<file path="config.mk">
export PLATFORM = sky130hd
export DESIGN_NAME = aurora_axis_tx_mux
export DESIGN_NICKNAME = d
export VERILOG_FILES = /design/src/rtl/aurora_axis_tx_mux_pkg.sv /design/src/rtl/aurora_axis_tx_mux.sv
export SDC_FILE = /design/constraint.sdc
export NUM_CORES = 1
export LEC_CHECK = 0
export BUFFER_PORTS_ARGS = -buffer_cell sky130_fd_sc_hd__buf_2
export CAP_MARGIN = 5
export CORE_MARGIN = 2
export CORE_UTILIZATION = 25
export DETAILED_ROUTE_END_ITERATION = 10
export GPL_TIMING_DRIVEN = 0
export PLACE_DENSITY_LB_ADDON = 0.15
export SYNTH_ARGS = -nofsm -noshare
export SYNTH_HDL_FRONTEND = slang
export SYNTH_SLANG_ARGS = --single-unit
</file>
<file path="constraint.sdc">
create_clock -name clk -period 6 [get_ports clk]
set_clock_uncertainty 0.15 [all_clocks]
set_input_delay 1.2 -clock clk [delete_from_list [all_inputs] [get_ports clk]]
set_output_delay 1.2 -clock clk [all_outputs]
set_load 0.05 [all_outputs]
</file>
<file path="src/rtl/aurora_axis_tx_mux_pkg.sv">
// aurora_axis_tx_mux_pkg: shared stream widths, selector width and FSM states for the Aurora TX mux
package aurora_axis_tx_mux_pkg;
    localparam int AXIS_DW = 32;
    localparam int AXIS_KW = 4;
    localparam int SEL_W = 2;
    typedef enum logic {IDLE, PKT} state_t;
endpackage

</file>
<file path="src/rtl/aurora_axis_tx_mux.sv">
// aurora_axis_tx_mux: packet-atomic N:1 AXIS mux with registered master output; AURORA_TX_MUX_STAT_EN adds pkt_cnt
module aurora_axis_tx_mux
    import aurora_axis_tx_mux_pkg::*;
#(
    parameter int ETHCOUNT = 4,
    parameter int SIM = 0
) (
    input  logic                         clk,
    input  logic                         rst,
    input  logic [SEL_W-1:0]             sel,
    output logic [ETHCOUNT-1:0]          axis_s_tready,
    input  logic [ETHCOUNT*AXIS_DW-1:0]  axis_s_tdata,
    input  logic [ETHCOUNT*AXIS_KW-1:0]  axis_s_tkeep,
    input  logic [ETHCOUNT-1:0]          axis_s_tvalid,
    input  logic [ETHCOUNT-1:0]          axis_s_tlast,
    input  logic                         axis_m_tready,
    output logic [AXIS_DW-1:0]           axis_m_tdata,
    output logic [AXIS_KW-1:0]           axis_m_tkeep,
    output logic                         axis_m_tvalid,
    output logic                         axis_m_tlast
`ifdef AURORA_TX_MUX_STAT_EN
    ,
    output logic [15:0]                  pkt_cnt
`endif
);
    localparam int NSRC = ETHCOUNT + (SIM & 0);
    state_t state, state_nx;
    logic [SEL_W-1:0] src_q, eff;
    logic can_load, acc, sel_last;
    logic [AXIS_DW-1:0] sel_data;
    logic [AXIS_KW-1:0] sel_keep;
    // Pick the effective source, gate its ready and decide the next state
    always_comb begin
        eff = (state == PKT) ? src_q : sel;
        can_load = (~axis_m_tvalid | axis_m_tready) & ~rst;
        axis_s_tready = '0;
        sel_data = '0;
        sel_keep = '0;
        sel_last = 1'b0;
        acc = 1'b0;
        for (int i = 0; i < NSRC; i++) begin
            if (eff == SEL_W'(i)) begin
                axis_s_tready[i] = can_load;
                sel_data = axis_s_tdata[i*AXIS_DW +: AXIS_DW];
                sel_keep = axis_s_tkeep[i*AXIS_KW +: AXIS_KW];
                sel_last = axis_s_tlast[i];
                acc = can_load & axis_s_tvalid[i];
            end
        end
        state_nx = acc ? (sel_last ? IDLE : PKT) : state;
    end
    // State register and source latch held for the length of a packet
    always_ff @(posedge clk) begin
        if (rst) begin
            state <= IDLE;
            src_q <= '0;
        end else begin
            state <= state_nx;
            if (acc) src_q <= eff;
        end
    end
    // Master output register: load on accept, drop valid once consumed
    always_ff @(posedge clk) begin
        if (rst) begin
            axis_m_tvalid <= 1'b0;
            axis_m_tlast <= 1'b0;
            axis_m_tdata <= '0;
            axis_m_tkeep <= '0;
        end else if (acc) begin
            axis_m_tvalid <= 1'b1;
            axis_m_tlast <= sel_last;
            axis_m_tdata <= sel_data;
            axis_m_tkeep <= sel_keep;
        end else if (axis_m_tready) begin
            axis_m_tvalid <= 1'b0;
        end
    end
`ifdef AURORA_TX_MUX_STAT_EN
    // Count frames delivered downstream
    always_ff @(posedge clk) begin
        if (rst) pkt_cnt <= '0;
        else if (axis_m_tvalid & axis_m_tready & axis_m_tlast) pkt_cnt <= pkt_cnt + 16'd1;
    end
`endif
endmodule

</file>
# Word-level counts from Yosys, hierarchy flattened
# Index checks and enable logic that the tools add are counted.
# Widths: inputs -> output; s select.
# word_totals
out_inout_bits,42
rom_bits,0
mem_bits_rw,0
mem_count,0
inputBits,157
elab_cells,43
regBits,41
latchBits,0
# op_classes
multipliers,0
n_mux,24
n_addsub,0
n_bitwise,8
n_shift,0
div,0
reduce_logical,2
n_eq_ne,3
magnitude_cmp,0
# op_table
op,count
$mux 32,4
$mux 4,4
$mux 1,15
$and 1x1->1,5
$eq 2x2->1 const B,2
$eq 2x1->1 const B,1
$logic_not 2->1,1
$mux 2,1
$not 1->1,2
$reduce_bool 2->1,1
$or 1x1->1,1

# Depth between registers and ports, before layout
# depth
ltp_word,9
ltp_mapped,8
ltp_nobuf,5

# Worst setup path before layout
# OpenSTA, ideal clock, no wires.
# synth_path
path_type,input -> output
from,input sel[1]
to,output axis_s_tready[0]
path_buffers,2
required_time_ps,4650
t_arrival_ps,2947
slack_ps,1703
stages,4
cell_sequence,mux2_2 -> buf_2 -> clkbuf_1 -> nor3_1
# synth_between
elab_chain_len,3
# synth_lines
element,line_no,text
"start, declared",aurora_axis_tx_mux.sv:10,"input logic [SEL_W-1:0] sel,"
$mux 2,aurora_axis_tx_mux.sv:34,eff = (state == PKT) ? src_q : sel;
$logic_not 2->1,aurora_axis_tx_mux.sv:42,if (eff == SEL_W'(i)) begin
$mux 1,aurora_axis_tx_mux.sv:42,
"end, declared",aurora_axis_tx_mux.sv:11,"output logic [ETHCOUNT-1:0] axis_s_tready,"
# No other way between the ends.

# Worst setup path after layout
# layout_path
from,input sel[1]
to,output axis_s_tready[3]
# layout_between
elab_chain_len,3
# layout_lines
element,line_no
$mux 2,aurora_axis_tx_mux.sv:34
$eq 2x2->1,aurora_axis_tx_mux.sv:42
$mux 1,aurora_axis_tx_mux.sv:42
# No other way between the ends.

==> results.cfg <==
[critical_path]
crit_top_cell = buf_2
critPathRequiredTime_ns = 4.65
worst_setup_path_end_kind = primary output
max_stage_delay_ns = 0.43
critPathSlowestCell = buf_1
path_cells = buf_2 > mux2i_1 > buf_2 > buf_1 > nor3_1 > buf_2
critPathLaunchType = primary input
critPathKind = primary input to primary output
cp_data_arrival_time_ns = 2.65
crit_fanout = 10

[power]
p_leak_nw = 1.96
power.density_nw_per_um2 = 237
max-vdd-ir-drop_uv = 80.5

[sta]
fin_tns_setup_ns = 0
setup_viol = 0
rsz0062_at_grt = false
finalMaxSlewViolations = 0
tightestPinTransition_ns = 0.585
hold_ws_ns = 0.302
fin_crit_ns = 4.00
period_share = 0.666
slew-limit-headroom = 0.610
fmaxAchievable_mhz = 250
finalHoldViolCount = 0

[clock_tree]
cts_num_sinks = 41
postCtsSetupBuffers = 0
clk_pin_slew_ns = 0.08
cts_max_level = 2
root_buffer = clkbuf_8
numCtsBuffers = 5
cts_tree = yes
post_cts_resized = 0
ctsLongestPathBuffers = 2
clk_latency_ns = 0.29
hold_buffers = 0

[routing]
viasPerCell = 4.52
drtPass1Iterations = 7
routed_wl_um = 10600
antenna_left = 0
vias = 3495
drt_iter0_drc = 184
drc = 0
wl_per_cell_um = 13.7

[finish]
diodes = 0
final_common_cell = buf_2
design_area_um2 = 3910
num-nets-final = 794
drive_gt1_frac = 0.352
areaGrowthSynthToFinish_pct = 47.6
final_cell_mix = buf_2, nand2_1, nand3_1

[run_status]
status = finished, final reports clean

[floorplan]
die_w_um = 107
core_area_um2 = 10300
die_area_um2 = 11400
ioPinCount = 199
fp-row-count = 37
fp.dieH_um = 107
start_util = 0.257

[placement]
dpl.hpwl_um = 8330
port_buffers = 197
placed_area_um2 = 3800
place_congestion = 0.775

[yosys]
ys_ff_latch = 41
syn_avg_cell_area_um2 = 6.12
synth_area_um2 = 2650
synth-seq-area-share = 0.310
synthCells = 433
syn_nets = 590
synth_warnings = 0
synthDistinctLibCells = 21

[global_routing]
met2_usage = 0.325
grt_pass1_vias = 3282
grtUsageMet3 = 0.0480
grt_start_max_net_pins = 13
grt_pass1_wl_um = 16300
grt_overflow = 0
antenna_found_initial = 0
busiest_layer = met2
grt.met1_usage = 0.221
track_usage = 0.182

[run]
cap_violations = 0

[min_path]
hp-class = flip-flop to flip-flop
## cell families after synthesis
kind of cell           after synthesis  share of synthesized area
AOI/OAI and AO/OA                   43                     0.0841
buffers and inverters               39                     0.0727
DFF                                 41                      0.310
muxes                                7                     0.0416
and+or+nand+nor                    303                      0.492
## metrics by stage
stage               cells  power, mW   util  setup slack, ns
global route          773      0.994  0.379             1.82
detailed placement    766      0.722  0.369             1.98
CTS                   773      0.945  0.379             1.97
floorplan             433      0.585      -             1.70
global placement      766      0.718  0.369             2.01
finish                773      0.928  0.379             2.00
## sequential cells by signal, summed over array words and instances, names as in the netlist
signal	flops
axis_m_tdata	32
axis_m_tkeep	4
axis_m_tlast	1
axis_m_tvalid	1
src_q	2
state	1
## final timing paths
path | startpoint | slack (ns) | depth (start not counted) | endpoint
worst min-delay path | axis_m_tdata[15]$_SDFFE_PP0P_ | 0.30 | 2 | axis_m_tdata[15]$_SDFFE_PP0P_
worst max register to register | state$_SDFFE_PP0P_ | 3.67 | 7 | axis_m_tdata[22]$_SDFFE_PP0P_
worst min register to register | axis_m_tdata[15]$_SDFFE_PP0P_ | 0.30 | 2 | axis_m_tdata[15]$_SDFFE_PP0P_
worst max-delay path | sel[1] | 2.00 | 6 | axis_s_tready[3]
## layer usage
metal | vias up | wire length, um
met1 | 1507 | 4590
li1 | 1837 | -
met4 | 0 | 73
met2 | 145 | 5000
met5 | - | 0
met3 | 6 | 929
## power by group
part | internal (mW) | switching [mW] | total (mW)
combinational | 0.133 | 0.266 | 0.400
clock | 0.121 | 0.0962 | 0.217
sequential | 0.298 | 0.0125 | 0.311
total | 0.553 | 0.375 | 0.928
## layout make-up
cell class | instances | area, um2
Clock buffer | 5 | 68.8
Sequential cell | 41 | 821
Timing Repair Buffer | 197 | 986
Buffer | 39 | 193
Tap cell | 136 | 170
Fill cell | 1159 | 6410
Multi-Input combinational cell | 353 | 1640
Clock inverter | 2 | 35.0
## synthesized netlist by cell type (all sizes together)
| library cell | n | share of area |
|---|---|---|
| mux2 | 2 | 0.0085 |
| buf | 19 | 0.044 |
| o21ai | 2 | 0.0038 |
| nor3b | 1 | 0.0047 |
| clkbuf | 20 | 0.028 |
| nand3 | 108 | 0.20 |
| dfxtp | 41 | 0.31 |
| nor3 | 4 | 0.0076 |
| nand2b | 3 | 0.0080 |
| mux2i | 3 | 0.016 |
| nor2 | 2 | 0.0028 |
| mux4 | 2 | 0.017 |
| and2b | 1 | 0.0038 |
| a211oi | 1 | 0.0047 |
| a21oi | 40 | 0.076 |
| nand2 | 184 | 0.26 |
## worst max-delay path: cells and delay by family
| family | cells | cell delay, ns |
|---|---|---|
| buffers and inverters | 4 | 1.07 |
| multiplexers | 1 | 0.24 |
| AND/OR/NAND/NOR | 1 | 0.13 |
Power figures use the tool's default switching activity.
